**src/rtl/tlb_op_ctrl.sv**
```systemverilog
// TLB maintenance sequencer: serialises TLBP/TLBR/TLBWI/TLBWR towards
// CP0 and the TLB, requests a refetch after state-changing ops, owns Random.
module tlb_op_ctrl #(
  parameter int TLBNUM = 16,
  parameter int IDXW   = 4
) (
  input  logic            clk,
  input  logic            reset,
  input  logic            op_valid,
  input  logic [1:0]      op_type,
  input  logic [31:0]     op_pc,
  output logic            op_ready,
  input  logic            cancel,
  output logic            done,
  output logic            refetch,
  output logic [31:0]     refetch_pc,
  input  logic [18:0]     cp0_vpn2,
  input  logic [7:0]      cp0_asid,
  input  logic [IDXW-1:0] cp0_index,
  input  logic [IDXW-1:0] wired,
  input  logic            wired_we,
  output logic [IDXW-1:0] random,
  output logic [18:0]     s_vpn2,
  output logic [7:0]      s_asid,
  input  logic            s_found,
  input  logic [IDXW-1:0] s_index,
  output logic            tlbp_we,
  output logic            tlbp_found,
  output logic [IDXW-1:0] tlbp_index,
  output logic [IDXW-1:0] r_index,
  output logic            tlbr_we,
  output logic            tlb_we,
  output logic [IDXW-1:0] w_index
);

  typedef enum logic [1:0] {
    IDLE,
    SEARCH,
    COMMIT,
    FLUSH
  } state_t;

  localparam logic [1:0] OP_TLBP  = 2'b00;
  localparam logic [1:0] OP_TLBR  = 2'b01;
  localparam logic [1:0] OP_TLBWR = 2'b11;
  localparam logic [IDXW-1:0] RMAX = IDXW'(TLBNUM - 1);

  state_t          state, state_d;
  logic [1:0]      type_q;
  logic [31:0]     pc_q;
  logic [18:0]     vpn2_q;
  logic [7:0]      asid_q;
  logic [IDXW-1:0] idx_q;
  logic            found_q;
  logic [IDXW-1:0] sidx_q;
  logic [IDXW-1:0] random_q;
  logic            accept;
  logic            is_p;
  logic            is_r;
  logic            is_w;

  assign accept = op_valid & op_ready;
  assign is_p   = (type_q == OP_TLBP);
  assign is_r   = (type_q == OP_TLBR);
  assign is_w   = type_q[1];

  always_ff @(posedge clk) begin
    if (reset) state <= IDLE;
    else       state <= state_d;
  end

  always_comb begin
    state_d  = state;
    op_ready = 1'b0;
    done     = 1'b0;
    refetch  = 1'b0;
    tlbp_we  = 1'b0;
    tlbr_we  = 1'b0;
    tlb_we   = 1'b0;
    unique case (state)
      IDLE: begin
        op_ready = ~cancel & ~reset;
        if (op_valid & ~cancel & ~reset)
          state_d = (op_type == OP_TLBP) ? SEARCH : COMMIT;
      end
      SEARCH: begin
        state_d = cancel ? IDLE : COMMIT;
      end
      COMMIT: begin
        if (cancel) begin
          state_d = IDLE;
        end else begin
          unique case (1'b1)
            is_p: begin
              tlbp_we = 1'b1;
              done    = 1'b1;
              state_d = IDLE;
            end
            is_r: begin
              tlbr_we = 1'b1;
              state_d = FLUSH;
            end
            is_w: begin
              tlb_we  = 1'b1;
              state_d = FLUSH;
            end
            default: state_d = IDLE;
          endcase
        end
      end
      FLUSH: begin
        refetch = 1'b1;
        done    = 1'b1;
        state_d = IDLE;
      end
      default: state_d = IDLE;
    endcase
    // Reset wins over everything, including an in-flight commit.
    if (reset) begin
      state_d = IDLE;
      done    = 1'b0;
      refetch = 1'b0;
      tlbp_we = 1'b0;
      tlbr_we = 1'b0;
      tlb_we  = 1'b0;
    end
  end

  always_ff @(posedge clk) begin
    if (reset) begin
      type_q  <= 2'b00;
      pc_q    <= 32'h0;
      vpn2_q  <= 19'h0;
      asid_q  <= 8'h0;
      idx_q   <= '0;
      found_q <= 1'b0;
      sidx_q  <= '0;
    end else begin
      if (accept) begin
        type_q <= op_type;
        pc_q   <= op_pc;
        vpn2_q <= cp0_vpn2;
        asid_q <= cp0_asid;
        idx_q  <= (op_type == OP_TLBWR) ? random_q : cp0_index;
      end
      if (state == SEARCH) begin
        found_q <= s_found;
        sidx_q  <= s_index;
      end
    end
  end

  // Random sweeps down from the top and wraps once it reaches Wired.
  always_ff @(posedge clk) begin
    if (reset)                 random_q <= RMAX;
    else if (wired_we)         random_q <= RMAX;
    else if (random_q <= wired) random_q <= RMAX;
    else                       random_q <= random_q - 1'b1;
  end

  assign random     = random_q;
  assign s_vpn2     = vpn2_q;
  assign s_asid     = asid_q;
  assign tlbp_found = found_q & tlbp_we;
  assign tlbp_index = sidx_q;
  assign r_index    = idx_q;
  assign w_index    = idx_q;
  assign refetch_pc = pc_q + 32'd4;

endmodule

```
**config.mk**
```make
export PLATFORM = sky130hd
export DESIGN_NAME = tlb_op_ctrl
export DESIGN_NICKNAME = d
export VERILOG_FILES = /design/src/rtl/tlb_op_ctrl.sv
export SDC_FILE = /design/constraint.sdc
export NUM_CORES = 1
export LEC_CHECK = 0
export CAP_MARGIN = 20
export CORE_ASPECT_RATIO = 0.5
export CORE_UTILIZATION = 45
export CTS_CLUSTER_SIZE = 30
export DETAILED_ROUTE_END_ITERATION = 10
export HOLD_SLACK_MARGIN = 0.08
export PLACE_DENSITY = 0.86
export SLEW_MARGIN = 10
export SYNTH_ARGS = -nofsm -noshare
export SYNTH_HDL_FRONTEND = slang
export SYNTH_SLANG_ARGS = --single-unit
```
**constraint.sdc**
```tcl
create_clock -name clk -period 3.68 [get_ports clk]
set_input_delay 0.368 -clock clk [delete_from_list [all_inputs] [get_ports clk]]
set_output_delay 0.368 -clock clk [all_outputs]
set_load 0.1 [all_outputs]
```
* Yosys cells after proc, flatten, opt, wreduce, memory -nomap -nowiden
Cells that the tools add are included. W data, S select, Z words.
Cells by class: add/sub/neg operators 2, multiply operators 0, divide/modulo/power cells 0, order comparisons 1, equality and inequality tests 6, shifts and indexed selects 0, multiplexer cells 24, bitwise gates (word level) 7, reduce and logical (&&, ||, !) cells 5
Operator list (number):
- $add A32 B3 Y32 const B | 1
- $mux W1 | 16
- $mux W2 | 5
- $pmux W2 S4 | 1
- $eq A2 B2 Y1 const B | 3
- $logic_not A2 Y1 | 3
- $and A1 B1 Y1 | 5
- $eq A2 B1 Y1 const B | 2
- $le A4 B4 Y1 | 1
- $mux W4 | 1
- $sub A4 B1 Y4 const B | 1
- $reduce_or A3 Y1 | 1
- $ne A2 B2 Y1 const B | 1
- $not A1 Y1 | 2
- $pmux W1 S2 | 1
- $reduce_or A2 Y1 | 1
Storage, ports and cells: register bits 76, bits in latches 0, memory bits (writable) 0, memory bits (read-only) 0, bits of input ports 79, output and inout bits 82, word-level logic and storage cells 54, memories 0

* Logic depth before layout (Yosys ltp)
Gate-level depths: netlist of the first run.
depth after elaboration 6, gate-level depth with buffers 8, gate-level depth less buffers 6

* Worst setup path before layout of the first run
OpenSTA, ideal clock, no wires.
path kind input to output, from in reset, to out tlbr_we, arrival time 3285 ps, required time 3312 ps, slack 27 ps, stages on the path 4, buffers on the path 1, cells stage by stage clkbuf_1 nand2b_1 or3_1 nor3b_1
Between the ends: longest elaborated chain between the ends 1
RTL lines:
- start, declared | RTL line 8 | input logic reset,
- $mux W1 | RTL line 119 | if (reset) begin
- end, declared | RTL line 31 | output logic tlbr_we,
No other way between the ends.

* Final worst setup path of the first run
from reg pc_q[2], to out refetch_pc[6]
Between the ends: longest elaborated chain between the ends 1
RTL lines:
- start, declared | RTL line 50 | logic [31:0] pc_q;
- start signal, assigned | RTL line 141 | pc_q <= op_pc;
- $add A32 B3 Y32 | RTL line 168 | assign refetch_pc = pc_q + 32'd4;
- end, declared | RTL line 16 | output logic [31:0] refetch_pc,
No other way between the ends.

==> flow_summary_export.csv, run 1 <==
group,metric,value,unit
floorplan,num_io_pins,161,
worst_setup_path,start_kind,"flip-flop",
floorplan,num_rows,22,
finish,final_util,71.5,%
yosys,yosys_warnings,0,
timing,tns,0,ns
yosys,synth.most_common_cell,"nand2_1",
power,power.density,407,nW/um^2
yosys,synth.distinct_cells,33,
yosys,async_reset_ff_share,0,%
run,drv_cap,0,
worst_setup_path,required,3.31,ns
global_route,grt_max_degree,74,
clock_tree,cts_max_level,3,
yosys,synth_area,3520,um^2
worst_setup_path,r2r_start,"state[1]",
floorplan,fp.dieH,64.5,um
timing,finalSetupViolCount,0,
power,p_total,2.16,mW
yosys,avgSynthCellArea,7.80,um^2
clock_tree,cts_root_buffer,"clkbuf_16",
global_route,grt.met1_usage,27.3,%
timing,hold_viol_final,0,
routing,drtAntennaViolNets,0,
routing,drt_iter0_markers,249,
clock_tree,cts.sinks,76,
floorplan,core-area,7430,um^2
clock_tree,cts_buffers,9,
timing,slew_headroom,32.2,%
worst_hold_path,hold_path_depth,2,
timing,drv_slew,0,
timing,clock_skew,0.00240,ns
run_status,status,"finished clean",
yosys,synth_nets,536,
worst_setup_path,r2r_cells,5,
power,p_leak,2.04,nW
timing,worst_pin_slew,1.01,ns
routing,firstDrtPassIters,4,
clock_tree,post_cts_buffers,0,
timing,fmax,349,MHz
worst_setup_path,critPathKind,"reg -> out",
finish,area_delta_synth_final,51.1,%
yosys,synth-edff-count,0,
global_route,overflow,0,
global_route,met2_usage,41.5,%
yosys,synth_cells,451,
timing,post-route-min-period,2.86,ns
worst_setup_path,worstPathArrival,2.50,ns
finish,drive_gt1_share,9.36,%
routing,wl,9460,um
routing,drc_errors,0,
yosys,yosys.area.top_type_share,43.3,%
finish,multi_input_comb_area,1800,um^2
global_route,grt_pass1_vias,3140,
clock_tree,clkLatencyLatePin,0.33,ns
placement,gp_routability_congestion,0.809,
finish,n_fill_cell,606,
worst_setup_path,cp-end-kind,"output pin",
yosys,yosys-top-cells-area,"dfxtp_1 (43%), nand2_1 (15%), a21oi_1 (9.2%), xnor2_1 (6.2%), nand3_1 (2.3%)",
floorplan,start_util,47.3,%
clock_tree,cts_buffer_depth,2,
global_route,top_usage_layer,"met2",
global_route,grt_pass1_wl,14900,um
global_route,grt_usage,23.1,%
routing,viasPerCell,5.00,
routing,vias,3468,
finish,n_antenna_cell,0,
floorplan,die_area,8200,um^2
global_route,met3_usage,5.86,%
placement,hpwl,6600,um
clock_tree,cts_resized,0,
worst_hold_path,hold_path_class,"reg -> reg",
clock_tree,cts.reportedPaths.clkPinSlew,0.06,ns
yosys,synth_flop_cell,"dfxtp_1",
routing,wl_per_cell,13.6,um
worst_setup_path,rrSetupSlack,1.72,ns
timing,rsz0062_at_grt,"no",
worst_setup_path,worstPathMaxFanout,6,
floorplan,die_w,127,um
global_route,antenna_found_initial,0,
yosys,postSynthRegisterBits,76,
yosys,synth_area_leader_cell,"dfxtp_1",
yosys,yosysSeqAreaShare,43.3,%
yosys,synth_commonest_cells,"nand2_1 (141), dfxtp_1 (76), a21oi_1 (65), xnor2_1 (25), nor2_1 (19)",
clock_tree,tritoncts,"yes",
finish,seq_area,1520,um^2
power,vdd_drop_max,0.280,mV
timing,fin_crit_sh,77.8,%
finish,nets,678,
worst_setup_path,r2r_end,"s_vpn2[12]",
clock_tree,holdBufCountCts,0,
worst_hold_path,whs_endpoint,"s_vpn2[10]",
placement,port_buffers,160,
worst_hold_path,min_from,"s_vpn2[10]",
-- registers in the layout, indices dropped and copies added, names as in the netlist --
signal,flops
state,2
type_q,2
found_q,1
random,4
pc_q,32
s_vpn2,19
r_index,4
tlbp_index,4
s_asid,8
-- area by class of cell --
cell class	instances	share of cell area (%)
inverter	8	0.565
tap	96	2.26
multi-input combinational	334	33.8
clock buffer	15	5.23
timing repair buffer	164	29.4
clock inverter	1	0.0942
sequential	76	28.6
-- per-stage QoR --
step / hold slack (ns) / instance area (um^2) / setup WS, ns / std cells
2_1_floorplan: 0.437 / 3520 / 0.0266 / 451
3_3_place_gp: 0.420 / 5010 / 1.27 / 677
3_5_place_dp: 0.439 / 5010 / 1.18 / 677
4_1_cts: 0.453 / 5290 / 0.805 / 693
5_1_grt: 0.472 / 5310 / 0.685 / 694
6_report: 0.451 / 5310 / 0.817 / 694
-- cell usage in the layout (no fill, tap or decap), types with 2 or more instances in the layout --
cell,n
mux2i_1,5
nand4_1,10
inv_1,8
nand2b_1,3
a21oi_1,65
xnor2_1,25
clkbuf_8,3
a311oi_1,4
nor3_1,9
nand2_1,140
nor2_1,19
clkbuf_16,9
and3_1,7
clkdlybuf4s50_1,129
dfxtp_1,76
clkbuf_1,3
xor2_1,5
or3_1,2
nor4_4,3
buf_4,33
ha_1,6
nand3_1,16
and2_1,2
-- layer usage --
layer	vias to the layer above	share of wire [%]
met5	-	0
met1	1608	43
met2	64	51
met4	0	1.7
li1	1781	-
met3	15	4.0
-- cell families (layout without fill, tap and decap cells) --
family,after synthesis,after routing,synth area share (%)
fa+ha+maj,6,6,2.13
simple gates,220,220,28.9
xor+xnor,30,30,7.47
mux,5,5,1.42
buf+inv,41,188,5.80
compound gates,73,73,11.1
flops,76,76,43.3
-- worst max-delay path, stage by stage, from the launching register on --
cell,delay (ns)
dfxtp_1,0.42
ha_1,0.30
nand3_1,0.13
xnor2_1,0.16
clkdlybuf4s50_1,1.15
-- worst max path at each step --
stage / startpoint / endpoint / slack [ns] / depth (start not counted)
finish: pc_q[2] / refetch_pc[6] / 0.82 / 4
global route: pc_q[2] / refetch_pc[6] / 0.68 / 4
CTS: pc_q[2] / refetch_pc[6] / 0.80 / 4
detailed placement: pc_q[2] / refetch_pc[6] / 1.18 / 4
global placement: pc_q[2] / refetch_pc[6] / 1.27 / 4
floorplan: reset / tlbr_we / 0.03 / 4
-- where the power goes --
part | internal (mW) | switching [mW] | total, mW
registers | 0.852 | 0.0272 | 0.879
logic | 0.153 | 0.308 | 0.461
clock network | 0.511 | 0.310 | 0.821
Note: power is estimated with default switching activity, not from simulation.
==> inputs of run 2 (changes only) <==
CORE_UTILIZATION = 38   (was 45)
PLACE_DENSITY = 0.77   (was 0.86)
clock period = 2.5 ns   (was 3.68 ns; I/O delays follow)
==> run 2 against run 1 <==
Hold slack got worse by 0.077 ns. Sequential share of layout area fell by 2.4 points. Global-route usage fell by 3.1 points. Sequential power rose by 48%. First-iteration DRC count fell by 47%. Non-clock buffer count rose by 3. Via count rose by 1.8%. Wire length rose by 4.5%.
==> flow_summary_export.csv, run 2 (synthesis gave the netlist of run 1 again) <==
group,metric,value,unit
finish,drive_gt1_share,23.3,%
timing,drv_slew,0,
worst_setup_path,start_kind,"flip-flop",
finish,nets,681,
finish,instances_no_fill,718,
routing,firstDrtPassIters,4,
finish,multi_input_comb_area,1990,um^2
clock_tree,cts_buffer_depth,2,
clock_tree,clkLatencyLatePin,0.33,ns
timing,finalSetupViolCount,0,
floorplan,num_io_pins,161,
placement,placed_cells_incl_taps,701,
timing,finalWorstSetupSlack,0.133,ns
routing,vias,3532,
worst_hold_path,hold_path_class,"in -> reg",
global_route,overflow,0,
routing,wl,9890,um
placement,dpl-instance-area,5480,um^2
routing,drc_errors,0,
worst_setup_path,worstPathArrival,2.12,ns
power,power.density,574,nW/um^2
timing,fin_crit_sh,94.7,%
timing,post-route-min-period,2.37,ns
worst_setup_path,cp-end-kind,"output pin",
timing,hold_viol_final,0,
run,drv_cap,0,
finish,area_delta_synth_final,64.9,%
timing,rsz0062_at_grt,"no",
floorplan,die_w,138,um
routing,drtAntennaViolNets,0,
global_route,grt_max_degree,62,
placement,post-place-ws,0.430,ns
floorplan,fp.dieH,70.0,um
finish,n_fill_cell,734,
power,p_total,3.33,mW
finish,n_antenna_cell,0,
routing,viasPerCell,4.92,
clock_tree,cts_root_buffer,"clkbuf_16",
global_route,grt_usage,20.0,%
finish,final_cell_mix,"nand2_1 (140), clkdlybuf4s50_1 (77), dfxtp_1 (75)",
timing,slew_headroom,57.8,%
clock_tree,cts.reportedPaths.clkPinSlew,0.06,ns
power,p_leak,2.41,nW
timing,worst_pin_slew,0.633,ns
global_route,grt_pass1_vias,3345,
floorplan,die_area,9670,um^2
clock_tree,cts_buffers,9,
floorplan,core-area,8830,um^2
run_status,status,"finished clean",
floorplan,num_rows,24,
finish,seq_area,1520,um^2
finish,largest_register_ffs,32,
placement,port_buffers,160,
routing,wl_per_cell,13.8,um
worst_setup_path,worstPathMaxFanout,8,
floorplan,start_util,39.8,%
clock_tree,cts.sinks,76,
placement,gp_routability_congestion,0.793,
finish,final_common_cell,"nand2_1",
worst_setup_path,required,2.25,ns
global_route,antenna_found_initial,0,
power,vdd_drop_max,0.367,mV
finish,largest-register,"pc_q",
global_route,grt_pass1_wl,15700,um
timing,clock_skew,0.00317,ns
timing,fmax,422,MHz
finish,final_area,5800,um^2
placement,hpwl,7250,um
clock_tree,tritoncts,"yes",
routing,drt_iter0_markers,132,
clock_tree,cts_max_level,3,
worst_setup_path,critPathKind,"reg -> out",
## run 2: changes by cell type in the layout (fill, tap and decap cells not counted), moves of 2 or more
cell / previous run / this run
buf_12: 1 / 29
buf_4: 33 / 60
clkbuf_1: 3 / 1
clkdlybuf4s50_1: 129 / 77
xnor2_1: 25 / 6
xnor2_2: 0 / 19
xor2_1: 5 / 1
xor2_2: 0 / 4
## run 2: worst max-delay path, cell delays in order, from the launching register on
cell and delay, ns:
dfxtp_1 0.42, ha_2 0.29, nand2_1 0.13, nor4_4 0.15, buf_4 0.21, nand4_1 0.16
xnor2_2 0.22, buf_12 0.20
## run 2: worst paths after layout
path | start | to | slack [ns] | cells after the start
worst max-delay path | pc_q[3] | refetch_pc[24] | 0.13 | 7
worst min-delay path | reset | pc_q[1] | 0.37 | 2
worst max register to register | state[0] | r_index[2] | 0.78 | 5
worst min register to register | random[0] | random[0] | 0.45 | 1
## run 2: report_power, final
group	internal (mW)	leakage [nW]	switching [mW]
Clock	0.824	0.149	0.484
Combinational	0.256	1.64	0.463
Sequential	1.25	0.617	0.0455
Total	2.33	2.41	0.993
## run 2: metal layers
layer	track usage (%)	vias up	share of wire, %
li1	-	1779	-
met4	8.42	0	2.2
met3	4.05	20	3.2
met1	23.4	1656	43
met5	0	-	0
met2	36.0	77	52
## run 2: area by class of cell
cell class,count,area share [%]
Clock inverter,4,0.820
Multi-Input combinational cell,334,34.3
Inverter,8,0.518
Tap cell,117,2.52
Timing Repair Buffer,167,31.2
Clock buffer,12,4.42
Sequential cell,76,26.3
## run 2: per-stage QoR
stage	TNS [ns]	utilization [%]	hold slack, ns
2_1_floorplan	-0.357	-	0.386
3_3_place_gp	0	62.0	0.434
3_5_place_dp	0	62.0	0.442
4_1_cts	0	65.5	0.364
5_1_grt	0	65.7	0.377
6_report	0	65.7	0.375
## run 2: repair_timing
action,CTS,global route
setup buffers,0,1
endpoints found under the setup margin,0,8
resized for setup,0,3
hold buffers,0,0
